**src/rtl/pkt_capture.sv**
```systemverilog
// pkt_capture: Avalon-ST ingress that pushes packet words into the shared FIFO and hands each packet to wr_ctrl; PKT_CAPTURE_TIMESTAMP_EN adds a leading cycle-timestamp word.
// Latency: an accepted beat is written to the FIFO on the next cycle; wr_ctrl rises one cycle after the last word write.
// Backpressure: st_ready drops on almost_full or a stray sop while capturing, and stays low from handoff until wr_ctrl_rdy.
module pkt_capture #(
    parameter logic [31:0] BUF_BASE      = 32'h0000_8000,
    parameter logic [31:0] BUF_SIZE      = 32'h0001_0000,
    parameter int          MAX_PKT_WORDS = 384
) (
    input  logic        clk,
    input  logic        reset,
    input  logic [31:0] st_data,
    input  logic        st_valid,
    input  logic        st_sop,
    input  logic        st_eop,
    input  logic [1:0]  st_empty,
    output logic        st_ready,
    output logic [31:0] fifo_in,
    output logic        wrreq,
    input  logic        almost_full,
    output logic        wr_ctrl,
    output logic [31:0] pkt_begin,
    output logic [31:0] pkt_end,
    output logic [31:0] control,
    output logic [31:0] write_address,
    input  logic        wr_ctrl_rdy,
    output logic [31:0] pkt_count,
    output logic [15:0] drop_count
);

    typedef enum logic [2:0] {IDLE, CAPTURE, HANDOFF, WAIT_DONE, TS_SLOT} state_t;

    localparam logic [15:0] MAX_WORDS = 16'(MAX_PKT_WORDS);
    localparam logic [31:0] MAX_BYTES = 32'(MAX_PKT_WORDS) << 2;
    localparam logic [31:0] BUF_END   = BUF_BASE + BUF_SIZE;
`ifdef PKT_CAPTURE_TIMESTAMP_EN
    localparam logic [15:0] TS_WORDS  = 16'd1;
    localparam logic        TS_FLAG   = 1'b1;
`else
    localparam logic [15:0] TS_WORDS  = 16'd0;
    localparam logic        TS_FLAG   = 1'b0;
`endif

    state_t      state, state_nxt;
    logic [15:0] wcnt;
    logic [15:0] tot;
    logic [15:0] tot_inc;
    logic [15:0] bytelen;
    logic        trunc;
    logic        frame;
    logic        accept;
    logic        drop_evt;
    logic [31:0] next_addr;
`ifdef PKT_CAPTURE_TIMESTAMP_EN
    logic [31:0] ts_cnt;
    logic [31:0] hold_dat;
    logic        hold_eop;
`endif

    // Byte length counts every beat of the packet, saturating at 16 bits.
    function automatic logic [15:0] byte_len(input logic [15:0] beats, input logic [1:0] empty);
        logic [17:0] b;
        b = {beats, 2'b00} - {16'd0, empty};
        return (b > 18'h0FFFF) ? 16'hFFFF : b[15:0];
    endfunction

    assign accept    = st_valid && st_ready;
    assign drop_evt  = accept && ((state == IDLE && !st_sop) ||
                                  (state == CAPTURE && wcnt >= MAX_WORDS));
    assign tot_inc   = (tot == 16'hFFFF) ? tot : tot + 16'd1;
    assign next_addr = write_address + pkt_end;
    assign pkt_begin = 32'd0;

    always_ff @(posedge clk) begin
        if (reset) state <= IDLE;
        else       state <= state_nxt;
    end

    always_comb begin
        state_nxt = state;
        case (state)
            IDLE: begin
                if (accept && st_sop) begin
`ifdef PKT_CAPTURE_TIMESTAMP_EN
                    state_nxt = TS_SLOT;
`else
                    state_nxt = st_eop ? HANDOFF : CAPTURE;
`endif
                end
            end
`ifdef PKT_CAPTURE_TIMESTAMP_EN
            TS_SLOT:   state_nxt = hold_eop ? HANDOFF : CAPTURE;
`endif
            CAPTURE: begin
                if (st_valid && st_sop)    state_nxt = HANDOFF;
                else if (accept && st_eop) state_nxt = HANDOFF;
            end
            HANDOFF:   state_nxt = WAIT_DONE;
            WAIT_DONE: if (wr_ctrl_rdy) state_nxt = IDLE;
            default:   state_nxt = IDLE;
        endcase
    end

    always_comb begin
        st_ready = 1'b0;
        if (!reset) begin
            case (state)
                IDLE:    st_ready = 1'b1;
                CAPTURE: st_ready = !almost_full && !st_sop;
                default: st_ready = 1'b0;
            endcase
        end
    end

    always_ff @(posedge clk) begin
        if (reset) begin
            fifo_in       <= '0;
            wrreq         <= 1'b0;
            wr_ctrl       <= 1'b0;
            pkt_end       <= '0;
            control       <= '0;
            write_address <= BUF_BASE;
            pkt_count     <= '0;
            drop_count    <= '0;
            wcnt          <= '0;
            tot           <= '0;
            bytelen       <= '0;
            trunc         <= 1'b0;
            frame         <= 1'b0;
`ifdef PKT_CAPTURE_TIMESTAMP_EN
            ts_cnt        <= '0;
            hold_dat      <= '0;
            hold_eop      <= 1'b0;
`endif
        end else begin
            wrreq <= 1'b0;
`ifdef PKT_CAPTURE_TIMESTAMP_EN
            ts_cnt <= ts_cnt + 32'd1;
`endif
            if (drop_evt && drop_count != 16'hFFFF) drop_count <= drop_count + 16'd1;
            case (state)
                IDLE: begin
                    if (accept && st_sop) begin
                        wcnt    <= 16'd1;
                        tot     <= 16'd1;
                        trunc   <= 1'b0;
                        frame   <= 1'b0;
                        wrreq   <= 1'b1;
                        bytelen <= byte_len(16'd1, st_empty);
`ifdef PKT_CAPTURE_TIMESTAMP_EN
                        fifo_in  <= ts_cnt;
                        hold_dat <= st_data;
                        hold_eop <= st_eop;
`else
                        fifo_in  <= st_data;
`endif
                    end
                end
`ifdef PKT_CAPTURE_TIMESTAMP_EN
                TS_SLOT: begin
                    wrreq   <= 1'b1;
                    fifo_in <= hold_dat;
                end
`endif
                CAPTURE: begin
                    // A new sop closes the current packet with what has been stored.
                    if (st_valid && st_sop) begin
                        frame   <= 1'b1;
                        bytelen <= byte_len(tot, 2'd0);
                    end else if (accept) begin
                        tot <= tot_inc;
                        if (wcnt < MAX_WORDS) begin
                            wrreq   <= 1'b1;
                            fifo_in <= st_data;
                            wcnt    <= wcnt + 16'd1;
                        end else begin
                            trunc <= 1'b1;
                        end
                        if (st_eop) bytelen <= byte_len(tot_inc, st_empty);
                    end
                end
                HANDOFF: begin
                    wr_ctrl <= 1'b1;
                    pkt_end <= {14'd0, wcnt + TS_WORDS, 2'b00};
                    control <= {13'd0, TS_FLAG, frame, trunc, bytelen};
                end
                WAIT_DONE: begin
                    if (wr_ctrl_rdy) begin
                        wr_ctrl       <= 1'b0;
                        pkt_count     <= pkt_count + 32'd1;
                        // Never let a worst-case job straddle the ring end.
                        write_address <= (next_addr + MAX_BYTES > BUF_END) ? BUF_BASE : next_addr;
                    end
                end
                default: ;
            endcase
        end
    end

endmodule

```
**config.mk**
```make
export PLATFORM = sky130hd
export DESIGN_NAME = pkt_capture
export DESIGN_NICKNAME = d
export VERILOG_FILES = /design/src/rtl/pkt_capture.sv
export SDC_FILE = /design/constraint.sdc
export NUM_CORES = 1
export LEC_CHECK = 0
export ABC_CLOCK_PERIOD_IN_PS = 4550
export CORE_AREA = 8 8 199 201
export CTS_CLUSTER_SIZE = 24
export DETAILED_ROUTE_END_ITERATION = 6
export DIE_AREA = 0 0 207 209
export SLEW_MARGIN = 20
export SYNTH_ARGS = -nofsm -noshare
export SYNTH_HDL_FRONTEND = slang
export SYNTH_SLANG_ARGS = --single-unit
export TNS_END_PERCENT = 100
```
**constraint.sdc**
```tcl
create_clock -name clk -period 4.55 [get_ports clk]
set_clock_uncertainty 0.2 [all_clocks]
set_input_delay 0.455 -clock clk [delete_from_list [all_inputs] [get_ports clk]]
set_output_delay 0.455 -clock clk [all_outputs]
set_load 0.01 [all_outputs]
```
* Yosys cells after proc, flatten, opt, wreduce, memory -nomap -nowiden
Cells that the tools add are included.
** Cells by class
- Add/sub/neg operators :: 8
- $lt $le $gt $ge :: 6
- Equality and inequality tests :: 15
- Muxes and demuxes :: 45
- Reduce and logical (&&, ||, !) cells :: 23
** Operators by type and width (count)
- two-way mux 16 bit :: 14
- two-way mux 32 bit :: 5
- case mux 16 bit (2 select lines) :: 3
- case mux 32 bit (2 select lines) :: 1
- greater-than comparator 18 x 16 -> 1 bit (second input constant) :: 3
- adder 16 x 1 -> 16 bit (second input constant) :: 3
- adder 32 x 1 -> 32 bit (second input constant) :: 1
- adder 32 x 11 -> 32 bit (second input constant) :: 1
- adder 32 x 18 -> 32 bit :: 1
- greater-than comparator 32 x 17 -> 1 bit (second input constant) :: 1
- subtractor 18 x 2 -> 18 bit :: 1
- == test 16 bit (second input constant) :: 1
- greater-or-equal comparator 16 x 9 -> 1 bit (second input constant) :: 1
- < comparator 16 x 9 -> 1 bit (second input constant) :: 1
- inequality test 16 bit (second input constant) :: 1
- two-way mux 3 bit :: 4
- case mux 3 bit (4 select lines) :: 1
- two-way mux 1 bit :: 11
- case mux 1 bit (2 select lines) :: 5
- AND reduction 5 bit :: 2
- logical AND 1 bit :: 9
- inequality test 2 bit (second input constant) :: 4
- AND reduction 4 bit :: 2
- == test 3 x 2 -> 1 bit (second input constant) :: 2
- 12 further kinds :: 19
** Word-level totals
- Bits in registers :: 201
- Input port bits :: 41
- Output and inout bits :: 211
- Logic and storage cells :: 111

* Longest topological paths before layout
Gate-level depths: netlist (run 1).
- Depth after elaboration :: 9
- Mapped depth :: 16
- Mapped depth without buffers :: 15

* Worst setup path after synthesis (run 1)
No wires, ideal clock.
- Kind :: register -> register
- Start :: reg pkt_end[2]
- End :: reg write_address[17]
- Library setup time :: 70 ps
- Data arrival time :: 4313 ps
- Data required time :: 4280 ps
- Setup slack :: -33 ps
- Cell stages (with the launch flop) :: 15
- Buffers on the path :: 1
- Clock period less this slack :: 4583 ps
- Cell sequence :: dfxtp_1 > ha_1 > fa_1 > a211oi_1 > o21ai_1 > nand2_1 > o221ai_1 > or4b_4 > or4_4 > a211oi_4 > or4b_1 > a221oi_2 > nand4_2 > buf_6 > o21ai_1
** Between the ends
- Cells in the longest elaborated chain, start to end :: 4
** RTL lines
- start: declaration :: RTL line 22 : output logic [31:0] pkt_end,
- start signal: assignment :: RTL line 183 : pkt_end <= {14'd0, wcnt + TS_WORDS, 2'b00};
- adder 32 x 18 -> 32 bit * :: RTL line 70 : assign next_addr = write_address + pkt_end;
- adder 32 x 11 -> 32 bit :: RTL line 191 : write_address <= (next_addr + MAX_BYTES > BUF_END) ? BUF_BASE : next_addr;
- greater-than comparator 32 x 17 -> 1 bit :: RTL line 191
- two-way mux 32 bit * :: RTL line 191
- end signal: assignment :: RTL line 191
- end: declaration :: RTL line 24 : output logic [31:0] write_address,
Every way passes the cells marked *; elsewhere a longest branch is shown, timed or not.
A chain may end at the register's enable or synchronous reset.

* Final worst setup path (run 1)
- Start :: reg write_address[2]
- End :: reg write_address[15]
** Between the ends
- Cells in the longest elaborated chain, start to end :: 4
** RTL lines (RTL line)
- adder 32 x 18 -> 32 bit * :: 70
- adder 32 x 11 -> 32 bit :: 191
- greater-than comparator 32 x 17 -> 1 bit :: 191
- two-way mux 32 bit * :: 191
Marks and branches as above.

==> impl_metrics.json, run 1 <==
{
  "status": "completed",
  "clkTransAtPathRegs_ns": 0.07,
  "crit_type": "flop to flop",
  "std_cell_rows": 70,
  "n_antenna_cell": 0,
  "fillers": 3786,
  "worstMarginPinSlew_ns": 0.9283,
  "die_w_um": 207,
  "fp.dieArea_mm2": 0.04326,
  "seq_area_mm2": 0.003966,
  "insertion_delay_ns": 0.45,
  "syn_area_mm2": 0.01077,
  "yosysUniqueCellTypes": 80,
  "track_usage_pct": 14.83,
  "r2r_cells": 14,
  "grt_pass1_vias": 9763,
  "drtPass1Iterations": 7,
  "p_total_w": 0.004244,
  "clk_path_buf_depth": 2,
  "power.share.clock_pct": 38.0,
  "min_delay_path_depth": 4,
  "met2_usage_pct": 23.31,
  "multi_input_area_mm2": 0.006300,
  "cts_tree": "yes",
  "htreeDepth": 4,
  "yosysSeqAreaShare_pct": 36.80,
  "slew_headroom_pct": 38.11,
  "cap_viol_max_count": 0,
  "intPower_w": 0.002989,
  "stdcell_count": 2051,
  "power.share.switching_pct": 29.58,
  "synth_top_area_share_pct": 36.80,
  "vias_per_cell": 4.870,
  "rsz0062_at_grt": "true",
  "cts.sinks": 198,
  "drc_errors": 0,
  "fin_crit_sh_pct": 99.64,
  "grt_max_degree": 80,
  "cts_buffers": 17,
  "worst_ep_required_time_ns": 4.68,
  "postSynthAreaPerCell_um2": 7.960,
  "synth_seq_cells": 198,
  "fmax_mhz": 220.6,
  "maxSlewViolCount": 0,
  "cts_root_buffer": "clkbuf_16",
  "die_h_um": 209,
  "synth_common_cells": "201 x nand2_1, 198 x dfxtp_1, 160 x nor2_1",
  "synth-async-reset-ratio_pct": 0,
  "p_seq_share_pct": 43.2,
  "grt_pass1_wl_um": 52500,
  "place_inst": 2019,
  "power.switching_w": 0.001256,
  "antenna_found_initial": 1,
  "dpl_cell_area_mm2": 0.01334,
  "setup_tns_ns": 0,
  "cp-start-kind": "flop",
  "io_buffers": 187,
  "final.setup.worst_slack_ns": 0.01660,
  "setup_viol": 0,
  "synth_top_cell_by_area": "dfxtp_1",
  "ys_warn_count": 0,
  "floorplan.initialDensity_pct": 29.70,
  "end_kind": "flop",
  "power_density_mw_per_mm2": 302.5,
  "postSynthCellCount": 1353,
  "nets": 1639,
  "antenna_left": 0,
  "grt_use_met1_pct": 18.20,
  "period_needed_ns": 4.533,
  "min-delay-path-class": "primary input to flop",
  "synth_edf_count": 0,
  "critPathArrivalTime_ns": 4.67,
  "yosysMostFrequentCell": "nand2_1",
  "leakagePower_nw": 5.161,
  "cts_hold_buf": 0,
  "ios": 252,
  "area_delta_synth_final_pct": 30.26,
  "routedWlPerCell_um": 16.13,
  "cts_setup_buffers": 0,
  "path_max_fanout": 6,
  "place_ws_ns": -0.02965,
  "vdd_drop_max_uv": 294.2,
  "p_comb_share_pct": 18.8,
  "place_hpwl_um": 25280,
  "ys.flop_type": "dfxtp_1",
  "core_mm2": 0.03626,
  "busiest_layer": "met2",
  "grt_util_met3_pct": 5.911,
  "finalHoldViolCount": 0,
  "drive_gt1_share_pct": 10.04,
  "grt-ovfl-total": 0,
  "finalWirelength_um": 33080,
  "finalInstanceArea_mm2": 0.01403,
  "place.gp.congestion": 0.8972,
  "ys_top_cells_by_area": "dfxtp_1 37%, nand2_1 7.0%, nor2_1 5.6%, a21oi_1 5.1%, xor2_1 4.8%",
  "dr.first_iter.drc_count": 495,
  "vias": 9989
}
==> power by group through the flow <==
stage	Sequential, W	Combinational [W]	Clock (W)
after floorplan	0.00188	0.000500	0
after global placement	0.00187	0.000780	0
after detailed placement	0.00188	0.000792	0
after CTS	0.00184	0.000795	0.00167
final	0.00184	0.000796	0.00161
after global routing	0.00184	0.000877	0.00173
==> final cells by class <==
class                      instances  share of cell area [%]
clock buffer                      18                   3.130
multi-input combinational       1063                   44.90
inverter                          23                  0.6154
tap                              468                   4.174
sequential                       198                   28.27
clock inverter                    14                   1.249
timing repair buffer             267                   17.66
==> state kept, by name, summed over array words and instances (netlist names), 2 cells and up <==
signal and count:
fifo_in 32, pkt_count 32, write_address 30, control 18, bytelen 16, drop_count 16, pkt_end 16, tot 16
wcnt 16, state 2
==> metrics by stage <==
step / utilization (%) / hold slack [ns]
floorplan: - / 0.2360
global placement: 36.77 / 0.2414
finish: 38.69 / 0.2408
detailed placement: 36.78 / 0.2488
CTS: 38.51 / 0.2072
global route: 38.69 / 0.2310
==> metal layers <==
layer  part of all wire (%)  vias to the layer above
li1                       -                     5006
met1                     45                     4659
met2                     45                      286
met3                    8.6                       36
met4                    2.0                        2
met5                  0.039                        -
==> path summary, 6_finish.rpt <==
kind	start	end	slack, ns
worst max register to register	write_address[2]	write_address[15]	0.02
worst min register to register	fifo_in[27]	fifo_in[27]	0.25
worst max-delay path	write_address[2]	write_address[15]	0.02
worst min-delay path	reset	wrreq	0.24
==> worst max-delay path, stage by stage (launching register included) <==
cell	delay, ns
dfxtp_2	0.34
ha_4	0.17
fa_2	0.41
a211oi_4	0.31
o21ai_4	0.13
a21oi_2	0.21
xor2_1	0.11
or4b_4	0.56
or4_4	0.45
a211oi_4	0.23
or4b_4	0.50
a221oi_4	0.31
nand4_2	0.16
buf_6	0.18
o32a_1	0.15
==> cell usage in the layout (no fill, tap or decap), drive strengths merged, types with 36 or more instances in the layout <==
master,count
a21oi,112
buf,81
clkdlybuf4s50,186
conb,64
dfxtp,198
mux2i,39
nand2,201
nand3,48
nor2,160
o21ai,65
xnor2,36
xor2,59
==> what timing repair did <==
action                                  CTS  global route
gates resized for setup                   3            14
endpoints found under the setup margin    1            30
pin swaps                                 1            10
==> cell families (layout without fill, tap and decap cells) <==
group,count (synthesis),after routing,synth area share [%]
other cells,1,64,0.03482
flops,198,198,36.80
fa+ha+maj,28,28,3.322
xor+xnor,95,95,7.725
buf+inv,155,322,7.783
mux,41,41,3.834
compound gates,270,270,15.89
simple gates,565,565,24.61
Note: power is estimated with default switching activity, not from simulation.
==> inputs of run 2 (changes only) <==
--- a/config.mk
+++ b/config.mk
@@ -7,10 +7,10 @@
 export LEC_CHECK = 0
 export ABC_CLOCK_PERIOD_IN_PS = 4550
 export CORE_AREA = 8 8 199 201
+export CTS_BUF_LIST = sky130_fd_sc_hd__clkbuf_2 sky130_fd_sc_hd__clkbuf_4 sky130_fd_sc_hd__clkbuf_8
 export CTS_CLUSTER_SIZE = 24
 export DETAILED_ROUTE_END_ITERATION = 6
 export DIE_AREA = 0 0 207 209
-export SLEW_MARGIN = 20
 export SYNTH_ARGS = -nofsm -noshare
 export SYNTH_HDL_FRONTEND = slang
 export SYNTH_SLANG_ARGS = --single-unit
==> run 2 against run 1 <==
Non-clock buffer count up 1; largest power group unchanged; global-route usage down 0.12 points; sequential power about the same; final cell count about the same; critical path type unchanged.
==> impl_metrics.json, run 2 (synthesized netlist as in run 1, its figures left out) <==
{
  "status": "completed",
  "leakagePower_nw": 5.093,
  "cts_hold_buf": 0,
  "top_layer": "met4",
  "fmax_mhz": 220.6,
  "min_delay_path_depth": 4,
  "place.gp.congestion": 0.8972,
  "ios": 252,
  "cts_root_buffer": "clkbuf_8",
  "critical_path.max_stage_delay_ns": 0.56,
  "htreeDepth": 4,
  "stdcell_count": 2052,
  "place_hpwl_um": 25300,
  "power_density_mw_per_mm2": 284.0,
  "drive_gt1_share_pct": 10.04,
  "cts_tree": "yes",
  "wl_met3_um": 2762,
  "routedWlPerCell_um": 16.05,
  "seq_area_mm2": 0.003966,
  "die_w_um": 207,
  "crit_type": "flop to flop",
  "crit-reg2reg-launch": "pkt_end[2]",
  "hold_start": "reset",
  "drc_errors": 0,
  "n_antenna_cell": 0,
  "layout_common_cells": "200 x nand2_1, 196 x dfxtp_1, 186 x clkdlybuf4s50_1",
  "vdd_drop_max_uv": 211.7,
  "end_kind": "flop",
  "critPathArrivalTime_ns": 4.73,
  "slew_headroom_pct": 19.22,
  "cpMaxStageDelayCell": "or4b_4",
  "rrSetupSlack_ns": 0.02,
  "dr.first_iter.drc_count": 487,
  "period_needed_ns": 4.533,
  "cap_viol_max_count": 0,
  "vias_per_cell": 4.865,
  "cts_buffers": 17,
  "drtPass1Iterations": 5,
  "clk_path_buf_depth": 2,
  "worstMarginPinSlew_ns": 1.209,
  "vias": 9984,
  "std_cell_rows": 70,
  "clkTransAtPathRegs_ns": 0.11,
  "reg2reg_to": "write_address[15]",
  "antenna_left": 0,
  "io_buffers": 187,
  "floorplan.initialDensity_pct": 29.70,
  "multi_input_area_mm2": 0.006296,
  "dr_wl_met2_um": 14830,
  "layout_commonest_cell": "nand2_1",
  "path_max_fanout": 6,
  "place_inst": 2019,
  "min-delay-path-class": "primary input to flop",
  "path_cells": "ha_4, fa_2, a211oi_4, o21ai_4, a21oi_2, xor2_1, or4b_4, or4_4, a211oi_4, or4b_4, a221oi_4, nand4_2, buf_6, o32a_1",
  "track_usage_pct": 14.71,
  "fillers": 3794,
  "fp.dieArea_mm2": 0.04326,
  "core_mm2": 0.03626,
  "fin_crit_sh_pct": 99.63,
  "insertion_delay_ns": 0.51,
  "grt_pass1_vias": 9703,
  "finalWirelength_um": 32930,
  "m1WireLength_um": 14840,
  "min_to": "wrreq",
  "nets": 1640,
  "finalHoldViolCount": 0,
  "cts.sinks": 198,
  "rsz0062_at_grt": "true",
  "grt_max_degree": 80,
  "holdWs_ns": 0.1822,
  "worst_ep_required_time_ns": 4.74,
  "r2r_cells": 14,
  "maxSlewViolCount": 0,
  "antenna_found_initial": 0,
  "area_delta_synth_final_pct": 28.85,
  "grt-ovfl-total": 0,
  "p_total_w": 0.003941,
  "cp-start-kind": "flop",
  "die_h_um": 209,
  "setup_viol": 0,
  "top_regs": "fifo_in (32), pkt_count (32), write_address (30)",
  "grt_pass1_wl_um": 52050
}
run 2: per-stage QoR:
step	setup TNS (ns)	area, um2	utilization, %	worst slack [ns]
2_1_floorplan	0	11010	-	0.02209
3_3_place_gp	0	13330	36.77	0.004410
3_5_place_dp	-0.02985	13330	36.77	-0.02985
4_1_cts	0	13800	38.07	0.01787
5_1_grt	-0.7810	13880	38.27	-0.1146
6_report	0	13880	38.27	0.01663
run 2: where the power goes:
group	internal [W]	switching [W]	leakage, nW
registers	0.00179	0.0000409	1.60
logic	0.000305	0.000484	3.26
clock network	0.000638	0.000679	0.234
total	0.00274	0.00120	5.09
run 2: worst max-delay path, delay by kind of cell, from the launching register on:
kind / cells / cell delay [ns]
compound gates: 6 / 1.33
xor+xnor: 1 / 0.11
fa+ha+maj: 2 / 0.59
buf+inv: 1 / 0.18
flops: 1 / 0.35
simple gates: 4 / 1.67
run 2: worst max path at each step:
stage	startpoint	endpoint	slack, ns	depth (start not counted)
after global placement	pkt_end[2]	write_address[15]	0.004	14
after detailed placement	pkt_end[2]	write_address[15]	-0.03	14
final	pkt_end[2]	write_address[15]	0.02	14
after global routing	pkt_end[2]	write_address[15]	-0.11	14
after CTS	pkt_end[6]	write_address[15]	0.02	13
after floorplan	pkt_end[2]	write_address[17]	0.02	14
run 2: area by class of cell:
cell class | count | area share [%]
tap | 468 | 4.220
multi-input combinational | 1063 | 45.37
clock inverter | 13 | 1.416
timing repair buffer | 268 | 17.91
inverter | 23 | 0.6221
clock buffer | 19 | 1.884
sequential | 198 | 28.58
run 2: per-layer routing:
metal / vias up / GRT usage [%]
met2: 262 / 23.57
li1: 5009 / -
met3: 25 / 5.747
met1: 4688 / 17.99
met5: - / 0
met4: 0 / 4.535
run 2: repair_timing:
action | CTS | global route
setup endpoints to repair | 2 | 30
pin swaps | 1 | 9
gates resized for setup | 3 | 14
setup buffers | 0 | 1
